### config.mk
export PLATFORM = sky130hd
export DESIGN_NAME = gpr_xfer_seq
export DESIGN_NICKNAME = d
export VERILOG_FILES = /design/src/rtl/gpr_xfer_seq.sv
export SDC_FILE = /design/constraint.sdc
export NUM_CORES = 1
export LEC_CHECK = 0
export CELL_PAD_IN_SITES_DETAIL_PLACEMENT = 0
export CELL_PAD_IN_SITES_GLOBAL_PLACEMENT = 1
export CORE_MARGIN = 8
export CORE_UTILIZATION = 40
export DETAILED_ROUTE_END_ITERATION = 7
export DONT_BUFFER_PORTS = 1
export PLACE_DENSITY = 0.74
export SLEW_MARGIN = 5
export SYNTH_ARGS = -nofsm -noshare
export SYNTH_HDL_FRONTEND = slang
export SYNTH_SLANG_ARGS = --single-unit
### constraint.sdc
create_clock -name clk -period 2.4 [get_ports clk]
set_input_delay 0.48 -clock clk [delete_from_list [all_inputs] [get_ports clk]]
set_output_delay 0.48 -clock clk [all_outputs]
set_load 0.01 [all_outputs]
### src/rtl/gpr_xfer_seq.sv
// Bus-transfer sequencer for a bank of general-purpose registers sharing one
// data bus. Queued requests are executed one at a time as
// IDLE -> ENABLE (source drives the bus) -> STROBE (destination write)
// -> RESP (one-cycle completion pulse). Illegal requests skip straight to RESP
// with an error flag and never touch the bus.
module gpr_xfer_seq #(
    parameter int WIDTH = 8,
    parameter int NREG  = 4,
    parameter int DEPTH = 2
) (
    input  logic             clk,
    input  logic             clr,
    input  logic             req_valid,
    output logic             req_ready,
    input  logic [2:0]       req_src,
    input  logic [2:0]       req_dst,
    input  logic [WIDTH-1:0] req_imm,
    input  logic [WIDTH-1:0] bus_in,
    output logic [WIDTH-1:0] bus_out,
    output logic             bus_oe,
    output logic [NREG-1:0]  oa,
    output logic [NREG-1:0]  wa,
    output logic             rsp_valid,
    output logic [WIDTH-1:0] rsp_data,
    output logic             rsp_err,
    output logic             busy
);

    localparam int PTR_W = (DEPTH > 1) ? $clog2(DEPTH) : 1;
    localparam int CNT_W = $clog2(DEPTH + 1);
    localparam logic [PTR_W-1:0] LAST_PTR = PTR_W'(DEPTH - 1);
    localparam logic [CNT_W-1:0] FULL_CNT = CNT_W'(DEPTH);
    // Code 4 is the immediate source or the host-capture destination.
    localparam logic [2:0] CODE_EXT = 3'd4;

    typedef enum logic [1:0] {
        S_IDLE,
        S_ENABLE,
        S_STROBE,
        S_RESP
    } state_t;

    typedef struct packed {
        logic [2:0]       src;
        logic [2:0]       dst;
        logic [WIDTH-1:0] imm;
    } req_t;

    req_t               q_mem [DEPTH];
    logic [PTR_W-1:0]   wr_ptr;
    logic [PTR_W-1:0]   rd_ptr;
    logic [CNT_W-1:0]   count;
    logic               push;
    logic               pop;
    req_t               head;
    logic               head_ok;

    state_t             state;
    state_t             state_nxt;
    req_t               cur;
    logic               cur_err;
    logic [WIDTH-1:0]   data_q;
    logic [NREG-1:0]    src_sel;
    logic [NREG-1:0]    dst_sel;

    function automatic logic is_gpr(input logic [2:0] code);
        return code < 3'(NREG);
    endfunction

    assign req_ready = (count < FULL_CNT);
    assign push      = req_valid && req_ready;
    assign pop       = (state == S_IDLE) && (count != '0);
    assign head      = q_mem[rd_ptr];
    assign busy      = (state != S_IDLE) || (count != '0);

    // A request is legal when both codes are defined and it is not a GPR-to-itself move.
    assign head_ok = (is_gpr(head.src) || (head.src == CODE_EXT)) &&
                     (is_gpr(head.dst) || (head.dst == CODE_EXT)) &&
                     !(is_gpr(head.src) && (head.src == head.dst));

    // Queue storage: write the incoming request at the tail.
    // NOTE: storage needs no reset; the reset pointers and count make stale entries unreachable.
    always_ff @(posedge clk) begin
        if (push) begin
            q_mem[wr_ptr] <= '{src: req_src, dst: req_dst, imm: req_imm};
        end
    end

    // Queue pointers and occupancy; a simultaneous push and pop leave the count unchanged.
    // NOTE: clocked state uses non-blocking assignments so every register samples pre-edge values.
    always_ff @(posedge clk) begin
        if (!clr) begin
            wr_ptr <= '0;
            rd_ptr <= '0;
            count  <= '0;
        end else begin
            if (push) wr_ptr <= (wr_ptr == LAST_PTR) ? '0 : wr_ptr + PTR_W'(1);
            if (pop)  rd_ptr <= (rd_ptr == LAST_PTR) ? '0 : rd_ptr + PTR_W'(1);
            case ({push, pop})
                2'b10:   count <= count + CNT_W'(1);
                2'b01:   count <= count - CNT_W'(1);
                default: count <= count;
            endcase
        end
    end

    // FSM state register.
    always_ff @(posedge clk) begin
        if (!clr) state <= S_IDLE;
        else      state <= state_nxt;
    end

    // Latch the popped request and capture the settled bus at the end of STROBE.
    always_ff @(posedge clk) begin
        if (!clr) begin
            cur     <= '0;
            cur_err <= 1'b0;
            data_q  <= '0;
        end else begin
            if (pop) begin
                cur     <= head;
                cur_err <= !head_ok;
                data_q  <= '0;
            end
            if (state == S_STROBE) data_q <= bus_in;
        end
    end

    // Decode the active request's source and destination into one-hot GPR selects.
    always_comb begin
        src_sel = '0;
        dst_sel = '0;
        for (int i = 0; i < NREG; i++) begin
            src_sel[i] = (cur.src == 3'(i));
            dst_sel[i] = (cur.dst == 3'(i));
        end
    end

    // Next-state and strobe/response outputs.
    // NOTE: every output gets a default first so no path leaves a latch behind.
    always_comb begin
        state_nxt = state;
        oa        = '0;
        wa        = '0;
        bus_oe    = 1'b0;
        bus_out   = '0;
        rsp_valid = 1'b0;
        rsp_err   = 1'b0;
        rsp_data  = '0;
        case (state)
            S_IDLE: begin
                if (pop) state_nxt = head_ok ? S_ENABLE : S_RESP;
            end
            S_ENABLE: begin
                if (cur.src == CODE_EXT) begin
                    bus_oe  = 1'b1;
                    bus_out = cur.imm;
                end else begin
                    oa = src_sel;
                end
                state_nxt = S_STROBE;
            end
            S_STROBE: begin
                if (cur.src == CODE_EXT) begin
                    bus_oe  = 1'b1;
                    bus_out = cur.imm;
                end else begin
                    oa = src_sel;
                end
                wa        = dst_sel;
                state_nxt = S_RESP;
            end
            S_RESP: begin
                rsp_valid = 1'b1;
                rsp_err   = cur_err;
                rsp_data  = cur_err ? '0 : data_q;
                state_nxt = S_IDLE;
            end
            default: state_nxt = S_IDLE;
        endcase
    end

endmodule
## After elaboration in Yosys (flattened, before gate mapping)

Memory sizes are Yosys's and may differ from the RTL's. A register that Yosys moved wholly into a read port is not among the register bits.
Index checks and enable logic that the tools add are counted.

| cells by class | value |
|---|---|
| add/sub/neg operators | 4 |
| order comparisons | 3 |
| equality and inequality tests | 16 |
| multiplexer cells | 23 |
| reductions and logical operators | 18 |

Operators with widths:

| kind | count |
|---|---|
| $mux 8 | 6 |
| $eq 3x2->1 const B | 4 |
| $mux 4 | 3 |
| $mux 1 | 10 |
| $eq 3x3->1 const B | 3 |
| $pmux 2 s4 | 1 |
| $reduce_bool 2->1 | 4 |
| $eq 2x2->1 const B | 3 |
| $eq 3x1->1 const B | 2 |
| $logic_not 3->1 | 2 |
| $lt 3x3->1 const B | 2 |
| $logic_and 1x1->1 | 5 |
| $eq 2x1->1 const B | 2 |
| $mux 2 | 2 |
| $pmux 2 s2 | 1 |
| $eq 3x3->1 | 1 |
| $logic_or 1x1->1 | 3 |
| $add 1x1->1 const B | 2 |
| $add 2x1->2 const B | 1 |
| $logic_not 1->1 | 2 |
| $logic_not 2->1 | 1 |
| $lt 2x2->1 const B | 1 |
| $ne 2x2->1 const B | 1 |
| $reduce_or 2->1 | 1 |
| $sub 2x1->2 const B | 1 |

| storage, ports and cells | value |
|---|---|
| bits in registers | 29 |
| memory bits (writable) | 28 |
| input port bits | 25 |
| output and inout port bits | 29 |
| word-level logic and storage cells | 74 |
| memories kept | 1 |

Memories:

| name | words | bits a word | rd ports | clocked after memory_dff | write ports | RTL line | text |
|---|---|---|---|---|---|---|---|
| q_mem | 2 | 14 | 1 | 1 | 1 | 49 | `req_t q_mem [DEPTH];` |

## Logic depth before layout (Yosys ltp)

| logic depth | value |
|---|---|
| word-level depth | 7 |
| mapped depth | 9 |
| depth with buffers taken out | 7 |

## Least setup slack after synthesis

Ideal clock, no wire load.

| path | value |
|---|---|
| path kind | reg2reg |
| from | reg state[0] |
| to | reg count[1] |
| library setup time | 76 ps |
| arrival | 1992 ps |
| data required time | 2324 ps |
| path slack | 333 ps |
| cell stages (with the launch flop) | 9 |
| buffers on the path | 2 |
| path through | dfxtp_1 > inv_1 > ha_1 > nor2b_1 > buf_2 > buf_2 > ha_1 > or3_1 > a21boi_0 |

| between the ends | value |
|---|---|
| word-level cells in the longest chain between the ends | 4 |
| elaborated cells between the ends (all ways) | 6 |
| classes of those cells | eq/ne (2); mux (1); reduce/logical (3) |

RTL lines:

| what | RTL line | text |
|---|---|---|
| start, declared | 58 | `state_t state;` |
| start signal, assigned | 110 | `else state <= state_nxt;` |
| $logic_not 2->1 (*) | 72 | `assign pop = (state == S_IDLE) && (count != '0);` |
| $logic_and 1x1->1 (*) | 72 |  |
| via pop | 54 | `logic pop;` |
| $eq 2x1->1 / $eq 2x2->1 (equally long branches) | 99 | `case ({push, pop})` |
| $pmux 2 s2 / $reduce_bool 2->1 (equally long branches) | - |  |
| end signal, assigned | 100 | `2'b10: count <= count + CNT_W'(1);` |
| end signal, assigned | 101 | `2'b01: count <= count - CNT_W'(1);` |
| end signal, assigned | 102 | `default: count <= count;` |
| end, declared | 52 | `logic [CNT_W-1:0] count;` |

The timed path passes the listed nets; every way through them passes the cells marked *.
A chain may end at the register's enable or synchronous reset.

## Worst setup path after layout

| path | value |
|---|---|
| from | reg state[0] |
| to | out bus_out[6] |

| between the ends | value |
|---|---|
| word-level cells in the longest chain between the ends | 3 |
| elaborated cells between the ends (all ways) | 4 |
| classes of those cells | eq/ne (2); mux (1); reduce/logical (1) |

RTL lines:

| what | RTL line | text |
|---|---|---|
| $eq 2x2->1 / $eq 2x1->1 (equally long branches) | 150 | `case (state)` |
| $reduce_or 2->1 (no source line) (*) | - |  |
| $mux 8 (*) | - |  |
| end, declared | 19 | `output logic [WIDTH-1:0] bus_out,` |

Every way passes the cells marked *; elsewhere a longest branch is shown, timed or not.

==> metrics.md <==
| Metric | Value |
|---|---|
| Clock-pin slew on the worst setup and hold paths | approximately 70 ps |
| Synthesized area | between 2000 and 3000 um2 |
| Hold path depth | 0 |
| Pwr Total | around 3.3 mW |
| Hold_buf cts | 0 |
| Register-to-register setup slack | 520 ps |
| Initial Util | around 40% |
| Yosys reg bits | 58 |
| Syn Inst Count | approximately 200 |
| Status | complete, no violations |
| Layout cells sized above 1 | around 18% |
| Layout Nets | around 250 |
| Crit path cell chain | inv_1 -> ha_1 -> nand2_1 -> nor3_4 -> buf_4 -> and2_1 |
| Area contributors post-synth | edfxtp_1, dfxtp_1, o211a_1 |
| Critical Path End Type | output pin |
| Pleak | between 1 and 1.5 nW |
| Row count | 29 |
| Crit Path Category | reg -> out |
| Syn_area_per_cell | 12.22 um2 |
| Slowest CP cell | ha_1 |
| Vias in the first global route | between 1000 and 1500 |
| Global-route wire length before repair | between 7 and 8 mm |
| Sw frac | a little under a third |
| Drt first pass iters | 4 |
| Post-DP Area | 2626 um2 |
| Total stage count of the critical path | 6 |
| Clock share of power | roughly 27% |
| Fillcell total | ~600 |
| RSZ-0062 raised after global routing | no |
| Port buffer count | 0 |
| Util after Layout | 45.94% |
| Total routed wirelength | 4.733 mm |
| Vias per std cell | between 5 and 6 |
| Most frequent cell after synthesis | dfxtp_1 |
| Slew Limit Fails | 0 |
| CTS H-tree depth | 3 |
| Final Cycle Share | between 90% and 100% |
| GRT Total Usage | 11.16% |
| Power Density | about 1100 nW/um2 |
| Place WS | just over 300 ps |
| Die footprint | 9051 um2 |
| Startpoint Class | flip-flop |
| Max-cap check violation count | 0 |
| Hold_ws | ~240 ps |
| Antenna diodes | 0 |
| Int Power | roughly 2.2 mW |
| Setup WS post-layout | ~150 ps |
| CTS Root Cell | clkbuf_8 |
| Worst path bufs/invs | 2 |
| Final Wtd Congestion | ~0.7 |
| Post-synthesis async set-or-reset flop share | 0% |
| Post-DP HPWL | 3.334 mm |
| Placed cell count | 282 |
| Slowest stage delay, CP | 350 ps |
| Max FO, Critical Path | 6 |
| Period minus WS final | around 2300 ps |
| Synth warnings | 0 |
| Worst endpoint required time | between 1500 and 2000 ps |
| Clk Latency, worst-skew pair | roughly 330 ps |
| Reg2Reg Depth | 5 |
| CTS tree | built |
| Register area | approximately 1400 um2 |
| Clk sinks | a little under 60 |
| DRC | 0 |
| Initial antenna violation count | 0 |
| I/O pin cnt | 54 |
| Net Count, Synth | about 230 |
| Worst-Margin Slew | 674.7 ps |
| Num CTS Buffers | 9 |
| CORE AREA | 6205 um2 |
| Top cells by count, synth | dfxtp_1, edfxtp_1, and2_1, nand2_1, o211a_1 |
| Gate power share | 27.1% |
| Worst hold path type | in -> reg |
| Max Clk Rate | 444.3 MHz |
| Die width | 95.14 um |
| Fin Setup TNS | 0 ps |
| Critical Path AT | around 1800 ps |
| GR Util met1 | ~13% |
| Post-synth top area share | about a third |
| Gr busiest metal | met2 |
| GRT overflow | 0 |
| Die H | roughly 95 um |
| Register area share after synthesis | a little under three fifths |
| Final cell count without fillers | ~300 |
| Number of synthesized flops with an enable pin | 28 |
| Grt met3 use | ~6.4% |
| Maximum vdd drop | between 0.6 and 0.7 mV |
| Initial DRC Count | 66 |
| Largest delay share family, worst path | simple AND/OR/NAND/NOR gates |
| Skew final | a little over 6 ps |
| Netlist cell types | 36 |
| Pin count of the biggest net entering global routing | 40 |
| Cell taking the most area after synthesis | edfxtp_1 |
| Reg power frac | between 40 and 50% |
| Multi-input logic area | roughly 1000 um2 |
| Clock tree buffer depth | 2 |
| Area growth, synth to finish | 13.79% |
| Final Cell Area | between 2000 and 3000 um2 |
| DR WL/cell | about 16 um |
| DR vias | ~1500 |
| Synth Flop Type | dfxtp_1 |
| Psw | approximately 1.0 mW |
| Final Hold Viols | 0 |
| Post-route ant nets | 0 |
| Slew headroom | between 50% and 60% |
| # setup viols final | 0 |
| GRT met2 Usage | approximately 16% |
-- repair_timing --
action	CTS	global route
setup buffers	0	1
endpoints found under the hold margin	0	0
resized for setup	1	5
pin swaps	0	1
setup endpoints to repair	3	3
-- flip-flops by register name, summed over array words and instances, names as in the netlist, named ones only --
signal,flops
q_mem,28
rd_ptr,1
wr_ptr,1
cur_err,1
state,2
cur,14
data_q,8
count,2
-- power by group through the flow --
stage	clock, mW	sequential [mW]	combinational [mW]
2_1_floorplan	0	1.43	0.723
3_3_place_gp	0	1.48	0.874
3_5_place_dp	0	1.49	0.886
4_1_cts	0.928	1.48	0.894
5_1_grt	0.984	1.51	0.978
6_report	0.894	1.48	0.884
-- placed cells by master, fill, tap and decap left out, types with 3 or more instances in the layout --
| cell | instances |
|---|---|
| clkbuf_8 | 10 |
| buf_4 | 12 |
| edfxtp_1 | 28 |
| nor4b_1 | 3 |
| dfxtp_1 | 29 |
| o211a_1 | 14 |
| xnor2_1 | 3 |
| and2_1 | 17 |
| nor2b_1 | 10 |
| nand2_1 | 21 |
| ha_1 | 4 |
| nor3b_1 | 8 |
| mux2i_1 | 12 |
| nor4bb_1 | 4 |
| and2_2 | 3 |
| a21oi_1 | 9 |
| inv_1 | 3 |
-- worst paths after layout --
| kind | start | end |
|---|---|---|
| hold reg to reg | cur_err | cur_err |
| hold / removal | req_imm[2] | q_mem[0][2] |
| setup / recovery | state[0] | bus_out[6] |
| setup reg to reg | flip-flop | cur_err |
-- final cells by class --
class / instances / area share [%]
clock inverters: 6 / 2.283
clock buffers: 10 / 4.829
repair buffers: 12 / 3.161
flip-flops and latches: 58 / 50.61
multi-input cells: 133 / 35.34
well taps: 77 / 3.380
inverters: 3 / 0.3951
-- logic make-up (layout without fill, tap and decap cells) --
group / count (synthesis) / after routing / share of synthesized area [%]
buf+inv: 14 / 31 / 3.247
simple gates: 76 / 76 / 18.33
compound gates: 33 / 33 / 10.09
flops: 58 / 58 / 57.54
fa+ha+maj: 4 / 4 / 1.998
xor+xnor: 4 / 4 / 1.399
mux: 16 / 16 / 7.393
-- metal layers --
layer  vias up  wire [um]
li1        763          -
met5         -          0
met1       698       2071
met4         0         78
met2        42       2044
met3         7        537
Power figures use the tool's default switching activity.
